==> src/rtl/cmd_pkg.sv <==
// Shared types for the real-time command write path: packed command layout,
// field widths and the arbiter FSM state encoding.
package cmd_pkg;

    localparam int FREQ_W = 48;
    localparam int RATE_W = 32;
    localparam int TIME_W = 64;
    localparam int NIMP_W = 16;
    localparam int TYPE_W = 2;
    localparam int INT_W  = 32;

    // MSB first: FREQ occupies [337:290], Tblank2 occupies [31:0].
    typedef struct packed {
        logic [FREQ_W-1:0] freq;
        logic [FREQ_W-1:0] freq_step;
        logic [RATE_W-1:0] freq_rate;
        logic [TIME_W-1:0] time_start;
        logic [NIMP_W-1:0] n_impulse;
        logic [TYPE_W-1:0] type_impulse;
        logic [INT_W-1:0]  interval_ti;
        logic [INT_W-1:0]  interval_tp;
        logic [INT_W-1:0]  tblank1;
        logic [INT_W-1:0]  tblank2;
    } cmd_t;

    localparam int CMD_W = $bits(cmd_t);

    typedef enum logic [2:0] {
        ST_INIT,
        ST_IDLE,
        ST_CHECK,
        ST_WRITE,
        ST_GAP
    } state_t;

endpackage

==> src/rtl/cmd_write_arbiter_rr_arb2.sv <==
// Two-way round-robin grant. On a tie the source that did not win last time
// is chosen; the history only advances when the caller reports a taken grant.
module rr_arb2 (
    input  logic       clk_i,
    input  logic       rst_ni,
    input  logic [1:0] req_i,
    input  logic       take_i,
    output logic       gnt_vld_o,
    output logic       gnt_idx_o
);

    logic rr_last_q;

    always_comb begin
        gnt_vld_o = |req_i;
        gnt_idx_o = 1'b0;
        if (req_i == 2'b10) begin
            gnt_idx_o = 1'b1;
        end else if (req_i == 2'b11) begin
            gnt_idx_o = ~rr_last_q;
        end
    end

    // Reset to 1 so source 0 wins the first tie after reset.
    always_ff @(posedge clk_i or negedge rst_ni) begin
        if (!rst_ni) begin
            rr_last_q <= 1'b1;
        end else if (take_i) begin
            rr_last_q <= gnt_idx_o;
        end
    end

endmodule

==> src/rtl/cmd_write_arbiter.sv <==
// Merges two command sources into the single wcm write port: round-robin grant,
// late-command rejection against live TIME, SPI_WR strobe and inter-write gap.
module cmd_write_arbiter
    import cmd_pkg::*;
#(
    parameter int INIT_CYC = 300,
    parameter int WR_LEN   = 5,
    parameter int GAP_LEN  = 4,
    parameter int LEAD_CYC = 48
) (
    input  logic              CLK,
    input  logic              rst_n,
    input  logic              s0_valid,
    output logic              s0_ready,
    input  logic [CMD_W-1:0]  s0_cmd,
    input  logic              s1_valid,
    output logic              s1_ready,
    input  logic [CMD_W-1:0]  s1_cmd,
    input  logic [TIME_W-1:0] TIME,
    input  logic              late_chk_en,
    output logic [CMD_W-1:0]  wr_cmd,
    output logic              SPI_WR,
    output logic              busy,
    output logic              init_done,
    output logic              rej_pulse,
    output logic [7:0]        rej_cnt0,
    output logic [7:0]        rej_cnt1
);

    localparam int CNT_W = $clog2(INIT_CYC + WR_LEN + GAP_LEN + 1);
    localparam logic [CNT_W-1:0]  INIT_LAST = CNT_W'(INIT_CYC - 1);
    localparam logic [CNT_W-1:0]  WR_LAST   = CNT_W'(WR_LEN - 1);
    localparam logic [CNT_W-1:0]  GAP_LAST  = CNT_W'(GAP_LEN - 1);
    localparam logic [TIME_W:0]   LEAD_EXT  = (TIME_W+1)'(LEAD_CYC);

    state_t           state_q;
    logic [CNT_W-1:0] cnt_q;
    cmd_t             wr_cmd_q;
    logic             gnt_q;
    logic             spi_wr_q;
    logic             busy_q;
    logic             init_done_q;
    logic             rej_pulse_q;
    logic [7:0]       rej_cnt0_q;
    logic [7:0]       rej_cnt1_q;

    logic             gnt_vld;
    logic             gnt_idx;
    logic             take;
    logic             late;

    // Handshake: a source holds valid and its command stable until it sees
    // ready high; ready is high for exactly the IDLE cycle in which that
    // source is granted, and the transfer completes at the end of that cycle.
    assign take     = (state_q == ST_IDLE) && gnt_vld;
    assign s0_ready = take && !gnt_idx;
    assign s1_ready = take && gnt_idx;

    rr_arb2 u_rr_arb2 (
        .clk_i     (CLK),
        .rst_ni    (rst_n),
        .req_i     ({s1_valid, s0_valid}),
        .take_i    (take),
        .gnt_vld_o (gnt_vld),
        .gnt_idx_o (gnt_idx)
    );

    // One extra bit so TIME near the top of its range cannot wrap into an accept.
    assign late = late_chk_en &&
                  ({1'b0, wr_cmd_q.time_start} < ({1'b0, TIME} + LEAD_EXT));

    always_ff @(posedge CLK or negedge rst_n) begin
        if (!rst_n) begin
            state_q     <= ST_INIT;
            cnt_q       <= '0;
            wr_cmd_q    <= '0;
            gnt_q       <= 1'b0;
            spi_wr_q    <= 1'b0;
            busy_q      <= 1'b0;
            init_done_q <= 1'b0;
            rej_pulse_q <= 1'b0;
            rej_cnt0_q  <= '0;
            rej_cnt1_q  <= '0;
        end else begin
            rej_pulse_q <= 1'b0;
            case (state_q)
                ST_INIT: begin
                    busy_q <= 1'b1;
                    if (cnt_q == INIT_LAST) begin
                        cnt_q       <= '0;
                        init_done_q <= 1'b1;
                        busy_q      <= 1'b0;
                        state_q     <= ST_IDLE;
                    end else begin
                        cnt_q <= cnt_q + 1'b1;
                    end
                end
                ST_IDLE: begin
                    if (take) begin
                        wr_cmd_q <= gnt_idx ? cmd_t'(s1_cmd) : cmd_t'(s0_cmd);
                        gnt_q    <= gnt_idx;
                        busy_q   <= 1'b1;
                        state_q  <= ST_CHECK;
                    end
                end
                ST_CHECK: begin
                    cnt_q <= '0;
                    if (late) begin
                        rej_pulse_q <= 1'b1;
                        if (!gnt_q && rej_cnt0_q != 8'hFF) begin
                            rej_cnt0_q <= rej_cnt0_q + 8'd1;
                        end
                        if (gnt_q && rej_cnt1_q != 8'hFF) begin
                            rej_cnt1_q <= rej_cnt1_q + 8'd1;
                        end
                        state_q <= ST_GAP;
                    end else begin
                        spi_wr_q <= 1'b1;
                        state_q  <= ST_WRITE;
                    end
                end
                ST_WRITE: begin
                    if (cnt_q == WR_LAST) begin
                        cnt_q    <= '0;
                        spi_wr_q <= 1'b0;
                        state_q  <= ST_GAP;
                    end else begin
                        cnt_q <= cnt_q + 1'b1;
                    end
                end
                ST_GAP: begin
                    if (cnt_q == GAP_LAST) begin
                        cnt_q   <= '0;
                        busy_q  <= 1'b0;
                        state_q <= ST_IDLE;
                    end else begin
                        cnt_q <= cnt_q + 1'b1;
                    end
                end
                default: begin
                    state_q <= ST_INIT;
                end
            endcase
        end
    end

    assign wr_cmd    = wr_cmd_q;
    assign SPI_WR    = spi_wr_q;
    assign busy      = busy_q;
    assign init_done = init_done_q;
    assign rej_pulse = rej_pulse_q;
    assign rej_cnt0  = rej_cnt0_q;
    assign rej_cnt1  = rej_cnt1_q;

endmodule

==> config.mk <==
export PLATFORM = sky130hd
export DESIGN_NAME = cmd_write_arbiter
export DESIGN_NICKNAME = d
export VERILOG_FILES = /design/src/rtl/cmd_pkg.sv /design/src/rtl/cmd_write_arbiter_rr_arb2.sv /design/src/rtl/cmd_write_arbiter.sv
export SDC_FILE = /design/constraint.sdc
export NUM_CORES = 1
export LEC_CHECK = 0
export BUFFER_PORTS_ARGS = -buffer_cell sky130_fd_sc_hd__clkbuf_2
export CORE_AREA = 8 8 430 432
export DETAILED_ROUTE_END_ITERATION = 10
export DIE_AREA = 0 0 438 440
export PLACE_DENSITY = 0.3
export SLEW_MARGIN = 20
export SYNTH_ARGS = -nofsm -noshare
export SYNTH_HDL_FRONTEND = slang
export SYNTH_SLANG_ARGS = --single-unit
==> constraint.sdc <==
create_clock -name CLK -period 5.1 [get_ports CLK]
set_input_delay 0.255 -clock CLK [delete_from_list [all_inputs] [get_ports CLK]]
set_output_delay 0.255 -clock CLK [all_outputs]
set_load 0.005 [all_outputs]
# --- Word-level counts from Yosys, hierarchy flattened ---
# Cells that the tools add are included.
word_totals:
  register_bits: 372
  input_bits: 745
  out_inout_bits: 360
  elab_cells: 84
classes:
  add_sub_neg: 4
  magnitude_cmp: 1
  eq_ne: 16
  muxes: 22
  bitwise: 1
  n_reduce_logical: 20
op_table:
  columns: ["operator", "n"]
  rows:
  - ["2-to-1 mux 338 bit", 1]
  - ["adder 64 x 6 -> 65 bit, second input constant", 1]
  - ["less-than comparator 64 x 65 -> 1 bit", 1]
  - ["case mux 9 bit (4 select lines)", 1]
  - ["2-to-1 mux 9 bit", 3]
  - ["adder 8 x 1 -> 8 bit, second input constant", 2]
  - ["!= test 8 bit, second input constant", 2]
  - ["2-to-1 mux 3 bit", 5]
  - ["case mux 3 bit (5 select lines)", 1]
  - ["AND reduction 3 bit", 4]
  - ["!= test 2 bit, second input constant", 5]
  - ["adder 9 x 1 -> 9 bit, second input constant", 1]
  - ["equality test 9 x 2 -> 1 bit, second input constant", 1]
  - ["equality test 9 x 3 -> 1 bit, second input constant", 1]
  - ["equality test 9 bit, second input constant", 1]
  - ["2-to-1 mux 1 bit", 9]
  - ["equality test 3 x 2 -> 1 bit, second input constant", 2]
  - ["logical AND 1 bit", 6]
  - ["equality test 2 bit, second input constant", 2]
  - ["AND reduction 2 bit", 2]
  - ["AND reduction 4 bit", 1]
  - ["nonzero test 4 bit", 1]
  - ["equality test 3 x 1 -> 1 bit, second input constant", 1]
  - ["equality test 3 bit, second input constant", 1]
  - ["8 further kinds", 9]

# --- Logic depth before layout (Yosys ltp) ---
depth:
  word_depth: 5
  mapped_depth: 20
  depth_no_buf: 19

# --- Modules after synthesis ---
# A second synthesis with hierarchy kept.
unflattened:
  hier_cells: 1981
  hier_area_um2: 19452.4
by_module_without_submodules:
  columns: ["mod", "n_inst", "cells_per_inst", "area_each_um2", "seq_area_each_um2"]
  rows:
  - ["cmd_write_arbiter", 1, 1977, 19393.6, 9283.9]
  - ["rr_arb2", 1, 4, 58.8, 26.3]

# --- Least setup slack after synthesis ---
# OpenSTA, ideal clock, no wires.
synth_timing:
  path_type: "input to register"
  start: "in TIME[9]"
  end: "reg state_q[0]"
  setup_time_ns: 0.104
  t_arrival_ns: 3.724
  t_required_ns: 4.996
  setup_slack_ns: 1.272
  cell_stages: 18
  path_buffers: 0
  cell_sequence: "nand4_1 or3_1 nor3_1 nand2_1 nor2_1 nand2_1 nor3_1 xnor2_1 ha_1 nand4_1 nor4_1 nand2_1 a211oi_1 o41ai_1 nand3b_1 nand2_4 or2_2 a221oi_1"
synth_between:
  elab_chain_cells: 5
synth_rtl:
  columns: ["item", "line_no", "text"]
  rows:
  - ["start, declared", "cmd_write_arbiter.sv:19", "input logic [TIME_W-1:0] TIME,"]
  - ["adder 64 x 6 -> 65 bit", "cmd_write_arbiter.sv:70", "({1'b0, wr_cmd_q.time_start} < ({1'b0, TIME} + LEAD_EXT));"]
  - ["less-than comparator 64 x 65 -> 1 bit", "cmd_write_arbiter.sv:70", null]
  - ["logical AND 1 bit", "cmd_write_arbiter.sv:69", "assign late = late_chk_en &&"]
  - ["2-to-1 mux 3 bit", "cmd_write_arbiter.sv:108", "if (late) begin"]
  - ["case mux 3 bit (5 select lines)", "cmd_write_arbiter.sv:86", "case (state_q)"]
  - ["end signal, assigned", "cmd_write_arbiter.sv:74", "state_q <= ST_INIT;"]
  - ["end signal, assigned", "cmd_write_arbiter.sv:93", "state_q <= ST_IDLE;"]
  - ["end signal, assigned", "cmd_write_arbiter.sv:116", "state_q <= ST_GAP;"]
  - ["end, declared", "cmd_write_arbiter.sv:36", "state_t state_q;"]
# No other way between the ends.
# A chain may end at the register's enable or synchronous reset.

# --- Worst setup path in the final report ---
layout_timing:
  start: "in TIME[9]"
  end: "reg rej_cnt0_q[1] (netlist: rej_cnt0[1])"
layout_between:
  elab_chain_cells: 4
layout_rtl:
  columns: ["item", "line_no", "text"]
  rows:
  - ["adder 64 x 6 -> 65 bit", "cmd_write_arbiter.sv:70", null]
  - ["less-than comparator 64 x 65 -> 1 bit", "cmd_write_arbiter.sv:70", null]
  - ["logical AND 1 bit", "cmd_write_arbiter.sv:69", null]
  - ["AND reduction 3 bit (no source line)", null, null]
  - ["end signal, assigned", "cmd_write_arbiter.sv:111", "rej_cnt0_q <= rej_cnt0_q + 8'd1;"]
  - ["end, declared", "cmd_write_arbiter.sv:44", "logic [7:0] rej_cnt0_q;"]
# No other way between the ends.

==> impl_metrics.yaml <==
status:
  status: "complete, no violations"
sta:
  tightest_slew_ps: 1080
  fin_skew_ps: 45.4
  rsz0062_at_grt: "false"
  slew-limit-headroom_pct: 28.1
  finalCritPeriodShare_pct: 87.3
  setup_viol: 0
  finalHoldViolCount: 0
  max_clock_freq_mhz: 225
  slew_viol_final: 0
  fin_crit_ps: 4450
clock_tree:
  post_cts_resized: 0
  cts.htree.levels: 2
  clock_sinks: 372
  worstSkewPairLatency_ps: 670
  tritoncts: "yes"
  cts_buffers: 53
  clk_pin_slew_ps: 60
  cts_root_buf: "clkbuf_16"
  clockBufferDepth: 3
route:
  drt_iter0_drc: 2245
  via_count: 22100
  antenna_left: 0
  wl_per_cell_um: 24.5
  dr.pass1.iters: 9
  viasPerCell: 3.81
  drc: 0
  wl_mm: 142
placed_design:
  gp_congestion: 0.851
  dp_cells: 5021
  detailed_place_hpwl_mm: 115
  port_buffers: 1104
synth:
  synth_edf_count: 0
  netlist_instances: 1649
  avgSynthCellArea_um2: 10.8
  synthFlopType: "dfrtp_1"
  syn_area_mm2: 0.0179
  ys_types: 55
  syn_nets: 2462
  synth_area_leaders: "dfrtp_1, a222oi_1, inv_1"
  yosysTopAreaCell: "dfrtp_1"
  async_flop_share_pct: 100
  synth-seq-cells: 372
  ys_seq_area_share_pct: 52.1
  synth_top_area_share_pct: 52.0
  yosys_warnings: 0
layout:
  final_core_utilization_pct: 19.6
  nets: 4212
  drive_gt1_share_pct: 36.2
  final_cells: 5801
  fillers: 20000
  area_growth_pct: 94.9
  layout_commonest_cell: "clkbuf_2"
  layout_common_cells: "clkbuf_2, dlygate4sd3_1, dfrtp_1"
floorplan:
  die_height_um: 440
  die-width_um: 438
  start_util_pct: 10.1
  row_count: 155
  die_area_mm2: 0.193
  core_area_mm2: 0.178
  ios: 1105
global_route:
  antenna_found_initial: 12
  first_global_vias: 23500
  track_usage_pct: 14.0
  grt-ovfl-total: 0
  grt_max_degree: 142
  grt_pass1_wl_mm: 193
critical_path:
  startpoint_type: "input pin"
  r2r_cells: 8
  reg2reg_from: "state_q[0]"
  r2r-end: "wr_cmd[71]"
  required_ps: 5620
  crit_path_end_kind: "flip-flop"
  cp.arrival_ps: 4970
  worstSetupPathType: "in2reg"
  rrSetupSlack_ps: 1040
  critPathMaxFanout: 17
flow_run:
  max_cap_violations: 0
power:
  p_per_area_mw_per_mm2: 580
  irDropWorstVdd_v: 0.000259
  power_leakage_nw: 17.2
min_path:
  worstHoldPathCells: 5
  hold_class: "in2reg"
  hp-start: "s0_valid"
  holdPathEnd: "state_q[1]"
-- registers in the layout, summed over array words and instances (netlist names) --
| signal | cells |
|---|---|
| gnt_q | 1 |
| u_rr_arb2.rr_last_q | 1 |
| wr_cmd | 338 |
| rej_cnt0 | 8 |
| init_done | 1 |
| SPI_WR | 1 |
| rej_pulse | 1 |
| busy | 1 |
| cnt_q | 9 |
| state_q | 3 |
| rej_cnt1 | 8 |
-- worst max-delay path, cell delays in order --
cell	delay, ps
clkbuf_2	160
nand4_1	220
or3_1	480
nor3_1	470
nand2_1	180
nor2_1	170
nand2_1	90
nor3_1	180
xnor2_1	150
ha_1	250
nand4_1	150
nor3_1	80
a221oi_1	280
o221ai_1	170
o41ai_1	530
buf_4	230
nand3b_1	180
nand2_4	250
nand3_2	130
mux2_4	320
-- synth_stat cells, types with 2 or more instances --
master / count
ha_1: 68
and3_1: 17
nand2_1: 46
a2111oi_0: 2
buf_1: 11
nor2b_1: 5
and4_1: 8
buf_2: 28
a21o_1: 7
o21ai_0: 25
xnor2_1: 30
a222oi_1: 338
a221oi_1: 5
nand4_1: 32
nor2_1: 36
nor3_1: 11
and2_1: 4
inv_1: 352
a31oi_1: 3
nand3_1: 45
nor4_1: 6
xor2_1: 42
clkbuf_1: 79
a211oi_1: 2
a21oi_1: 28
dfrtp_1: 371
nand3_2: 3
or3_1: 4
and3_4: 2
nand2b_1: 13
o31ai_1: 2
-- what timing repair did --
action | CTS | global route
endpoints found under the hold margin | 418 | 0
buffers inserted | 0 | 0
hold buffers | 678 | 0
-- area by class of cell --
type | count | area, µm² | share of cell area [%]
clock inverters | 18 | 175 | 0.503
inverters | 352 | 1320 | 3.80
clock buffers | 78 | 1600 | 4.60
multi-input cells | 806 | 6760 | 19.4
flip-flops and latches | 372 | 9310 | 26.7
repair buffers | 1814 | 12700 | 36.4
well taps | 2355 | 2950 | 8.46
diodes | 6 | 15.0 | 0.0431
-- worst max path at each step --
stage	startpoint	endpoint	slack, ps
6_report	TIME[9]	rej_cnt0[1]	650
5_1_grt	TIME[9]	rej_cnt0[1]	270
4_1_cts	TIME[9]	rej_cnt0[1]	550
3_5_place_dp	TIME[9]	rej_cnt0[1]	-160
3_3_place_gp	TIME[9]	rej_cnt0[1]	-230
2_1_floorplan	TIME[9]	state_q[0]	1270
-- cell families (layout without fill, tap and decap cells) --
family	after synthesis	count (layout)	synth area share, %
AO/OA/AOI/OAI	419	419	21.7
XOR/XNOR	72	72	3.53
AND/OR/NAND/NOR	245	245	7.60
adder cells (fa/ha/maj)	68	68	4.76
flip-flops	372	372	52.1
buffers and inverters	471	2262	10.2
other	0	6	0
multiplexers	2	2	0.147
-- per-layer routing --
| metal | vias to the layer above | global-route usage (%) | share of wire [%] |
|---|---|---|---|
| li1 | 9821 | - | - |
| met1 | 11200 | 15.2 | 36 |
| met2 | 920 | 26.3 | 53 |
| met3 | 132 | 4.51 | 8.2 |
| met4 | 4 | 3.42 | 2.4 |
| met5 | - | 0 | 0.020 |
-- through the flow --
stage / cell area [µm²] / hold WS (ps) / TNS [ps] / total power, mW / worst slack [ps]
6_report: 34800 / 121 / 0 / 20.2 / 650
4_1_cts: 34800 / 48.1 / 0 / 20.7 / 546
3_5_place_dp: 26200 / 383 / -458 / 13.9 / -156
2_1_floorplan: 17900 / -40.6 / 0 / 8.86 / 1270
3_3_place_gp: 26200 / 378 / -1370 / 13.9 / -230
5_1_grt: 34800 / 131 / 0 / 21.8 / 270
-- power by group --
part           switching, mW  internal, mW  leakage (nW)
clock network           1.59          2.22         0.879
logic                   5.02          5.47          11.7
registers               1.48          4.39          4.57
Note: power is estimated with default switching activity, not from simulation.
